==> config.mk <==
export PLATFORM = sky130hd
export DESIGN_NAME = deadlock_trace_unit_flat
export DESIGN_NICKNAME = d
export VERILOG_FILES = /design/src/rtl/deadlock_trace_unit_if.sv /design/src/rtl/deadlock_trace_unit.sv /design/src/flat_wrapper.sv
export SDC_FILE = /design/constraint.sdc
export NUM_CORES = 1
export LEC_CHECK = 0
export ABC_AREA = 1
export CORE_UTILIZATION = 63
export DETAILED_ROUTE_END_ITERATION = 16
export DONT_BUFFER_PORTS = 1
export PLACE_DENSITY = 0.83
export SYNTH_ARGS = -nofsm -noshare
export SYNTH_HDL_FRONTEND = slang
export SYNTH_SLANG_ARGS = --single-unit
==> constraint.sdc <==
create_clock -name clock -period 3.3 [get_ports clock]
set_clock_uncertainty 0.05 [all_clocks]
set_input_delay 0.495 -clock clock [delete_from_list [all_inputs] [get_ports clock]]
set_output_delay 0.495 -clock clock [all_outputs]
set_load 0.02 [all_outputs]
==> src/rtl/deadlock_trace_unit_if.sv <==
// rtl/deadlock_trace_unit_if.sv - signal bundle between the deadlock trace unit and its monitor
interface deadlock_trace_unit_if #(
    parameter int PROC_NUM = 4,
    parameter int IDX_W    = 2,
    parameter int CID_W    = 4
);
    logic [PROC_NUM-1:0]      dl_in_vec;
    logic                     rearm;
    logic                     dl_detect_out;
    logic [PROC_NUM-1:0]      origin;
    logic                     token_clear;
    logic                     trace_valid;
    logic                     trace_ready;
    logic [CID_W+IDX_W+1:0]   trace_data;
    logic [CID_W-1:0]         circle_count;
    logic                     overflow;
    logic                     timeout_err;
    logic                     done;

    modport master (
        input  dl_in_vec, rearm, trace_ready,
        output dl_detect_out, origin, token_clear, trace_valid, trace_data,
               circle_count, overflow, timeout_err, done
    );

    modport slave (
        output dl_in_vec, rearm, trace_ready,
        input  dl_detect_out, origin, token_clear, trace_valid, trace_data,
               circle_count, overflow, timeout_err, done
    );
endinterface

==> src/rtl/deadlock_trace_unit.sv <==
// rtl/deadlock_trace_unit.sv - records deadlock dependence circles as process-index traces in a FIFO
module deadlock_trace_unit #(
    parameter int PROC_NUM    = 4,
    parameter int IDX_W       = 2,
    parameter int CID_W       = 4,
    parameter int TRACE_DEPTH = 16,
    parameter int MAX_CIRCLES = 8,
    parameter int TIMEOUT     = 64
) (
    input  logic                  clock,
    input  logic                  reset,
    deadlock_trace_unit_if.master bus
);
    localparam int DW = CID_W + IDX_W + 2;
    localparam int AW = $clog2(TRACE_DEPTH);
    localparam int PW = AW + 1;
    localparam int TW = $clog2(TIMEOUT);

    typedef enum logic [1:0] {S_IDLE, S_DETECTED, S_REPORT, S_DONE} state_t;

    state_t              state, state_next;
    logic [PROC_NUM-1:0] dl_detect_reg, detect_next;
    logic [PROC_NUM-1:0] dl_done_reg, done_vec_next;
    logic [PROC_NUM-1:0] origin_reg, origin_next;
    logic [PROC_NUM-1:0] last_vec, last_next;
    logic [TW-1:0]       timer, timer_next;
    logic [CID_W-1:0]    cid, cid_next;
    logic [CID_W-1:0]    circle_count, count_next;
    logic                timeout_reg, tout_next;
    logic                overflow_reg;

    logic [PROC_NUM-1:0] pending, lowest, origin_c;
    logic                hit, token_clear_c;
    logic                push, fifo_clear;
    logic [DW-1:0]       push_data;

    function automatic logic [IDX_W-1:0] hi_idx(input logic [PROC_NUM-1:0] v);
        logic [IDX_W-1:0] r;
        r = '0;
        for (int i = 0; i < PROC_NUM; i++) begin
            if (v[i]) r = IDX_W'(i);
        end
        return r;
    endfunction

    assign pending = dl_detect_reg & ~dl_done_reg;
    assign lowest  = pending & (~pending + PROC_NUM'(1));
    assign hit     = |(bus.dl_in_vec & origin_reg);

    always_comb begin
        state_next    = state;
        detect_next   = dl_detect_reg;
        done_vec_next = dl_done_reg;
        origin_next   = origin_reg;
        last_next     = last_vec;
        timer_next    = timer;
        cid_next      = cid;
        count_next    = circle_count;
        tout_next     = timeout_reg;
        origin_c      = '0;
        token_clear_c = 1'b0;
        push          = 1'b0;
        push_data     = '0;
        fifo_clear    = 1'b0;
        case (state)
            S_IDLE: begin
                detect_next = bus.dl_in_vec;
                if (|bus.dl_in_vec) state_next = S_DETECTED;
            end
            S_DETECTED: begin
                if (pending == '0) begin
                    state_next = S_DONE;
                end else begin
                    origin_c    = lowest;
                    origin_next = lowest;
                    last_next   = lowest;
                    timer_next  = '0;
                    cid_next    = cid + CID_W'(1);
                    push        = 1'b1;
                    push_data   = {cid + CID_W'(1), 1'b1, 1'b0, hi_idx(lowest)};
                    state_next  = S_REPORT;
                end
            end
            S_REPORT: begin
                // Any token holder that is part of the detected set has now been visited.
                if (|(bus.dl_in_vec & dl_detect_reg)) done_vec_next = dl_done_reg | bus.dl_in_vec;
                if (hit) begin
                    token_clear_c = 1'b1;
                    push          = 1'b1;
                    push_data     = {cid, 1'b0, 1'b1, hi_idx(origin_reg)};
                    if (int'(circle_count) < MAX_CIRCLES) count_next = circle_count + CID_W'(1);
                    state_next = (int'(circle_count) + 1 == MAX_CIRCLES) ? S_DONE : S_DETECTED;
                end else if (bus.dl_in_vec != '0 && bus.dl_in_vec != last_vec) begin
                    push       = 1'b1;
                    push_data  = {cid, 1'b0, 1'b0, hi_idx(bus.dl_in_vec)};
                    last_next  = bus.dl_in_vec;
                    timer_next = '0;
                end else if (bus.dl_in_vec == '0) begin
                    if (timer == TW'(TIMEOUT - 1)) begin
                        tout_next  = 1'b1;
                        state_next = S_DONE;
                    end else begin
                        timer_next = timer + TW'(1);
                    end
                end else begin
                    timer_next = '0;
                end
            end
            S_DONE: begin
                if (bus.rearm) begin
                    detect_next   = '0;
                    done_vec_next = '0;
                    count_next    = '0;
                    cid_next      = '0;
                    timer_next    = '0;
                    tout_next     = 1'b0;
                    fifo_clear    = 1'b1;
                    state_next    = S_IDLE;
                end
            end
        endcase
    end

    always_ff @(posedge clock or negedge reset) begin
        if (!reset) begin
            state         <= S_IDLE;
            dl_detect_reg <= '0;
            dl_done_reg   <= '0;
            origin_reg    <= '0;
            last_vec      <= '0;
            timer         <= '0;
            cid           <= '0;
            circle_count  <= '0;
            timeout_reg   <= 1'b0;
        end else begin
            state         <= state_next;
            dl_detect_reg <= detect_next;
            dl_done_reg   <= done_vec_next;
            origin_reg    <= origin_next;
            last_vec      <= last_next;
            timer         <= timer_next;
            cid           <= cid_next;
            circle_count  <= count_next;
            timeout_reg   <= tout_next;
        end
    end

    // Trace FIFO: extra pointer bit separates full from empty.
    logic [DW-1:0] mem [TRACE_DEPTH];
    logic [PW-1:0] wr_ptr, rd_ptr;
    logic          empty, full, pop, push_ok;

    assign empty   = (wr_ptr == rd_ptr);
    assign full    = (wr_ptr[AW] != rd_ptr[AW]) && (wr_ptr[AW-1:0] == rd_ptr[AW-1:0]);
    assign pop     = !empty && bus.trace_ready;
    assign push_ok = push && (!full || pop);

    always_ff @(posedge clock or negedge reset) begin
        if (!reset) begin
            wr_ptr       <= '0;
            rd_ptr       <= '0;
            overflow_reg <= 1'b0;
        end else if (fifo_clear) begin
            wr_ptr       <= '0;
            rd_ptr       <= '0;
            overflow_reg <= 1'b0;
        end else begin
            if (pop)             rd_ptr       <= rd_ptr + PW'(1);
            if (push_ok)         wr_ptr       <= wr_ptr + PW'(1);
            if (push && !push_ok) overflow_reg <= 1'b1;
        end
    end

    always_ff @(posedge clock) begin
        if (push_ok) mem[wr_ptr[AW-1:0]] <= push_data;
    end

    assign bus.dl_detect_out = |dl_detect_reg;
    assign bus.origin        = origin_c;
    assign bus.token_clear   = token_clear_c;
    assign bus.trace_valid   = !empty;
    assign bus.trace_data    = empty ? '0 : mem[rd_ptr[AW-1:0]];
    assign bus.circle_count  = circle_count;
    assign bus.overflow      = overflow_reg;
    assign bus.timeout_err   = timeout_reg;
    assign bus.done          = (state == S_DONE);
endmodule

==> src/flat_wrapper.sv <==
// flat-port wrapper written by rule: the top's interface ports become plain ports
module deadlock_trace_unit_flat 
#(
    parameter int PROC_NUM    = 4,
    parameter int IDX_W       = 2,
    parameter int CID_W       = 4,
    parameter int TRACE_DEPTH = 16,
    parameter int MAX_CIRCLES = 8,
    parameter int TIMEOUT     = 64
)
  (clock, reset, bus_dl_in_vec, bus_rearm, bus_trace_ready, bus_dl_detect_out, bus_origin, bus_token_clear, bus_trace_valid, bus_trace_data, bus_circle_count, bus_overflow, bus_timeout_err, bus_done);
  deadlock_trace_unit_if #(.PROC_NUM(PROC_NUM), .IDX_W(IDX_W), .CID_W(CID_W)) bus_i ();
  input  logic clock;
  input  logic reset;
  input wire logic [$bits(bus_i.dl_in_vec)-1:0] bus_dl_in_vec;
  input wire logic [$bits(bus_i.rearm)-1:0] bus_rearm;
  input wire logic [$bits(bus_i.trace_ready)-1:0] bus_trace_ready;
  output wire logic [$bits(bus_i.dl_detect_out)-1:0] bus_dl_detect_out;
  output wire logic [$bits(bus_i.origin)-1:0] bus_origin;
  output wire logic [$bits(bus_i.token_clear)-1:0] bus_token_clear;
  output wire logic [$bits(bus_i.trace_valid)-1:0] bus_trace_valid;
  output wire logic [$bits(bus_i.trace_data)-1:0] bus_trace_data;
  output wire logic [$bits(bus_i.circle_count)-1:0] bus_circle_count;
  output wire logic [$bits(bus_i.overflow)-1:0] bus_overflow;
  output wire logic [$bits(bus_i.timeout_err)-1:0] bus_timeout_err;
  output wire logic [$bits(bus_i.done)-1:0] bus_done;
  assign bus_i.dl_in_vec = bus_dl_in_vec;
  assign bus_i.rearm = bus_rearm;
  assign bus_i.trace_ready = bus_trace_ready;
  assign bus_dl_detect_out = bus_i.dl_detect_out;
  assign bus_origin = bus_i.origin;
  assign bus_token_clear = bus_i.token_clear;
  assign bus_trace_valid = bus_i.trace_valid;
  assign bus_trace_data = bus_i.trace_data;
  assign bus_circle_count = bus_i.circle_count;
  assign bus_overflow = bus_i.overflow;
  assign bus_timeout_err = bus_i.timeout_err;
  assign bus_done = bus_i.done;
  deadlock_trace_unit #(.PROC_NUM(PROC_NUM), .IDX_W(IDX_W), .CID_W(CID_W), .TRACE_DEPTH(TRACE_DEPTH), .MAX_CIRCLES(MAX_CIRCLES), .TIMEOUT(TIMEOUT)) u_core (.clock(clock), .reset(reset), .bus(bus_i));
endmodule
==> out/metrics.cfg, run 1 <==
[logic_synthesis]
syn_avg_cell_area_sq_um = 10.3
synth.area.mux_share_pct = 0
synth_nets = 797
synth_cells = 777
synth-simple-area-share_pct = 16.6
synth_compound_area_share_pct = 13.2
synthDistinctLibCells = 41
yosysWarningCount = 0
synth-xor-area-share_pct = 1.21
synth_seq_area_share_pct = 61.9
yosys.area_share.adder_pct = 1.88
synth_top_family_by_area = simple AND/OR/NAND/NOR gates
ys_ff_latch = 172
syn-cell-area_sq_um = 7990

[floorplan]
die_w_microns = 115
die_h_microns = 115
coreArea_sq_um = 12200
rows = 40
ioPinCount = 30
dieArea_sq_um = 13100
initial_core_util_pct = 65.5

[timing]
finalCritPeriodShare_pct = 87.9
rsz0062_at_grt = false
period_minus_slack_ps = 2900
fin_setup_tns_ps = 0
setup_viol = 0
setup_ws_ps = 398
clock.fmax_ghz = 0.345
worst_slew_pin_slew_ps = 673
whs_ps = 193
slew_headroom_pct = 54.9
finalMaxSlewViolations = 0
report.final.hold_viol_count = 0

[placed_design]
dp_cells = 948
gp_congestion = 0.930
portBuffers = 0
dp_slack_ps = 568
placed_area_sq_um = 8300
place.detailed.hpwl_microns = 12100

[critical_path]
timing.critical_path.buf_inv = 2
slowest_stage = dfrtp_2
setup.worst_path.end_class = output pin
critPathRequiredTime_ps = 2750
arrival_ps = 2360
worstPathCellList = xor2_1 -> nor2_1 -> nand3_1 -> inv_1 -> a21oi_1 -> buf_4
criticalPathCategory = register to output pin
max_stage_delay_ps = 540
r2r_cells = 8
cp-start-kind = register
path_delay_family = buffers and inverters
critical_path_depth = 6
cp_max_fo = 18

[clock_network]
htreeDepth = 4
cts_buffer_depth = 2
numCtsBuffers = 17
cts_setup_buffers = 0
cts.clk_slew.worst_paths_ps = 60
ctsHoldBuffers = 2
cts_tree = built
root_buffer = clkbuf_16
insertion_delay_ps = 430
postCtsResizedCells = 0
clock-sinks = 172

[power]
fin_total_pwr_mw = 8.64
power.leakage_nw = 3.47
irDropWorstVdd_v = 0.000601
power.density_nw_per_um2 = 974

[finish]
diodes = 0
fillers = 862
drive_gt1_share_pct = 11.8
seq_area_sq_um = 4950
syn2layout_area_growth_pct = 11.0
final_area_sq_um = 8870
multi_input_area_sq_um = 2630
largest_reg_flops = 128
post-route-util_pct = 72.7
fin_cells = 982
final_nets = 821

[flow_run]
drv_cap = 0

[global_route]
use_met3_pct = 6.51
grt_pass1_vias = 5945
gr-usage-met1_pct = 37.7
grt-ovfl-total = 0
grt_max_degree = 50
grtUsageMet2_pct = 53.0
grt.total_usage_pct = 30.7
grt_first_pass_wirelength_microns = 29800
grt.busiest_layer = met2
antenna_found_initial = 0

[drt]
num_vias = 5961
antenna_left = 0
drc = 0
drtIter0Drc = 742
avgViaCountPerCell = 6.07
routed_wl_microns = 18700
drt_pass1_iterations = 5
wl_per_cell_microns = 19.0

[hold_path]
hold_depth = 2
hold_class = input port to register

[run_status]
status = finished clean

[final timing paths]
path,from,end,slack (ps)
max,u_core.rd_ptr[1],bus_trace_data[5],400
min,bus_dl_in_vec[1],u_core.dl_done_reg[1],190
max reg2reg,u_core.state[0],u_core.mem[7][7],540
min reg2reg,u_core.origin_reg[1],u_core.origin_reg[1],460
max in group asynchronous,reset,u_core.state[0],2480
min in group asynchronous,reset,u_core.timer[3],500
[power breakdown]
part | internal [mW] | switching, mW
logic | 1.13 | 2.54
clock network | 1.03 | 0.799
registers | 2.82 | 0.322
total | 4.98 | 3.66
[metal layers]
| metal | wire length, microns | vias to the layer above |
|---|---|---|
| met3 | 1260 | 43 |
| li1 | - | 2744 |
| met1 | 7440 | 2895 |
| met4 | 438 | 0 |
| met5 | 0 | - |
| met2 | 9520 | 279 |
[worst reg2reg max path, cell delays in order (launching register included)]
cell and delay (ps):
dfrtp_1 410, inv_1 160, ha_1 410, inv_2 180, nor2_4 170, nand2_4 80
nand3_4 90, nand3_4 230, nor3_2 600
[cells in the final DEF (no fill, tap or decap), types with 14 or more instances in the layout]
master,n
nor2_1,133
edfxtp_1,128
o21ai_0,109
nand2_1,96
inv_1,58
dfrtp_1,42
nand3_1,33
buf_4,32
o211ai_1,22
clkbuf_16,17
a21oi_1,15
nor3_1,14
[Yosys cell counts]
cell        n  share of area, %
nor2_1    133               6.2
edfxtp_1  128                48
o21ai_0   109               6.8
nand2_1    96               4.5
inv_1      58               2.7
dfrtp_1    44                14
nand3_1    33               2.1
o211ai_1   22               2.1
a21oi_1    15              0.94
nor3_1     14              0.88
ha_1       12               1.9
o21ai_1    12              0.75
clkbuf_1   11              0.52
xor2_1      9              0.99
buf_2       8              0.50
a31oi_1     7              0.55
buf_4       6              0.56
inv_2       6              0.28
nand2_2     6              0.47
nand4_1     4              0.31
nor3_2      4              0.50
o22ai_1     4              0.31
buf_6       3              0.42
nand3_2     3              0.38
o21a_1      3              0.28
o21ai_2     3              0.33
o31ai_1     3              0.28
clkinv_1    2             0.094
nand2_4     2              0.28
nand3_4     2              0.44
nor2_2      2              0.16
nor2_4      2              0.28
o21ai_4     2              0.41
xnor2_1     2              0.22
a21boi_2    1              0.14
a22oi_1     1             0.094
buf_1       1             0.047
clkbuf_2    1             0.063
nand3b_1    1             0.094
o211ai_2    1              0.16
o41ai_1     1              0.11
[cells by family after synthesis]
family                   after synthesis
AO/OA/AOI/OAI                        184
XOR/XNOR                              11
adder cells (fa/ha/maj)               12
buffers and inverters                 96
flip-flops                           172
AND/OR/NAND/NOR                      302
[area by class of cell]
class	count	area share [%]
Sequential cell	172	55.8
Timing Repair Buffer	35	3.36
Tap cell	168	2.37
Inverter	66	2.79
Multi-Input combinational cell	509	29.7
Clock inverter	12	1.13
Clock buffer	20	4.92
(Power assumes the default switching activity.)
==> run 2, diff against run 1 <==
--- a/config.mk
+++ b/config.mk
@@ -7,9 +7,11 @@
 export LEC_CHECK = 0
 export ABC_AREA = 1
 export CORE_UTILIZATION = 63
+export CTS_CLUSTER_DIAMETER = 100
 export DETAILED_ROUTE_END_ITERATION = 16
 export DONT_BUFFER_PORTS = 1
 export PLACE_DENSITY = 0.83
+export REMOVE_ABC_BUFFERS = 1
 export SYNTH_ARGS = -nofsm -noshare
 export SYNTH_HDL_FRONTEND = slang
 export SYNTH_SLANG_ARGS = --single-unit
==> run 2 against run 1 <==
Net effect:
- total power fell by 0.21%
- via count fell by 0.97%
- utilization barely moved
- clock power rose by 4%
- design area barely moved
- maximum frequency fell by 6.6%
- cell count fell by 0.31%
- critical path type unchanged
- routed wire length fell by 0.23%
- clock-buffer cell count rose by 5
- die area did not move
==> out/metrics.cfg, run 2 (synthesized netlist as in run 1, its figures left out) <==
[clock_network]
cts.clk_slew.worst_paths_ps = 60
clock-sinks = 172
root_buffer = clkbuf_16
numCtsBuffers = 17
cts_buffer_depth = 2
insertion_delay_ps = 420
postCtsResizedCells = 0
cts_tree = built
htreeDepth = 4

[timing]
setup_viol = 0
rsz0062_at_grt = false
fin_setup_tns_ps = 0
period_minus_slack_ps = 3110
worst_slew_pin_slew_ps = 698
slew_headroom_pct = 53.4
clock.fmax_ghz = 0.322
report.final.hold_viol_count = 0
finalCritPeriodShare_pct = 94.1
finalMaxSlewViolations = 0

[finish]
fillers = 860
final_common_cell = nor2_1
mostFrequentLayoutCells = nor2_1 (133), edfxtp_1 (128), o21ai_0 (108), nand2_1 (96), inv_1 (58)
seq_area_sq_um = 4950
final_area_sq_um = 8870
syn2layout_area_growth_pct = 10.9
largest_reg_flops = 128
drive_gt1_share_pct = 11.6
diodes = 0
multi_input_area_sq_um = 2630
final_nets = 818
post-route-util_pct = 72.6

[critical_path]
critPathRequiredTime_ps = 2750
arrival_ps = 2560
cp-start-kind = register
cp_max_fo = 65
setup.worst_path.end_class = output pin
criticalPathCategory = register to output pin

[drt]
routed_wl_microns = 18600
drc = 0
wl_per_cell_microns = 19.0
avgViaCountPerCell = 6.03
num_vias = 5903
drtIter0Drc = 820
antenna_left = 0
drt_pass1_iterations = 5

[power]
fin_total_pwr_mw = 8.62
power.density_nw_per_um2 = 972
power.leakage_nw = 3.47
irDropWorstVdd_v = 0.000627

[placed_design]
portBuffers = 0
placed_area_sq_um = 8280
gp_congestion = 0.965
place.detailed.hpwl_microns = 11900

[global_route]
grt_max_degree = 66
grt_first_pass_wirelength_microns = 29500
grt_pass1_vias = 5689
antenna_found_initial = 0
grt-ovfl-total = 0
grt.total_usage_pct = 30.6

[floorplan]
die_h_microns = 115
rows = 40
coreArea_sq_um = 12200
initial_core_util_pct = 65.5
die_w_microns = 115
ioPinCount = 30
dieArea_sq_um = 13100

[hold_path]
hold_class = input port to register

[run_status]
status = finished clean

[flow_run]
drv_cap = 0

[run 2: routing by layer]
metal / GRT usage, % / wire [microns]
met5: 0 / 0
met4: 14.5 / 578
met3: 7.15 / 1710
met2: 48.4 / 8920
met1: 40.4 / 7400
[run 2: final timing paths]
| check | startpoint | slack, ps | to | depth (start not counted) |
|---|---|---|---|---|
| worst max-delay path | u_core.rd_ptr[0] | 190 | bus_trace_data[0] | 7 |
| worst min-delay path | bus_dl_in_vec[2] | 200 | u_core.dl_done_reg[2] | 2 |
| worst max register to register | u_core.state[0] | 500 | u_core.mem[11][4] | 8 |
| worst min register to register | u_core.origin_reg[0] | 470 | u_core.origin_reg[0] | 2 |
| max in group asynchronous | reset | 2460 | u_core.rd_ptr[1] | 2 |
| min in group asynchronous | reset | 500 | u_core.last_vec[0] | 2 |
[run 2: metrics by stage]
step,setup slack (ps),std cells,hold WS (ps)
2_1_floorplan,-93.2,747,149
3_3_place_gp,742,945,150
3_5_place_dp,600,945,150
4_1_cts,218,979,185
5_1_grt,46.9,979,198
6_report,194,979,197
[run 2: worst max-delay path, cell delays in order, from the launching register on]
cell,delay (ps)
dfrtp_2,790
inv_1,180
buf_12,230
o21ai_0,290
o21ai_0,170
nand2_1,150
a31oi_1,100
buf_4,170
[run 2: report_power, final]
| part | total [mW] | internal, mW | switching (mW) |
|---|---|---|---|
| sequential | 3.24 | 2.82 | 0.422 |
| combinational | 3.48 | 1.11 | 2.37 |
| clock | 1.90 | 1.12 | 0.779 |
| total | 8.62 | 5.05 | 3.58 |
[run 2: timing repair]
item	4_1_cts	5_1_grt
setup buffers	0	0
endpoints found under the hold margin	44	0
hold buffers	2	0
[run 2: cell type report]
class                           instances  area share (%)
Tap cell                              168            2.37
Clock inverter                          7           0.748
Sequential cell                       172            55.8
Timing Repair Buffer                   32            3.02
Clock buffer                           25            5.60
Inverter                               66            2.79
Multi-Input combinational cell        509            29.7
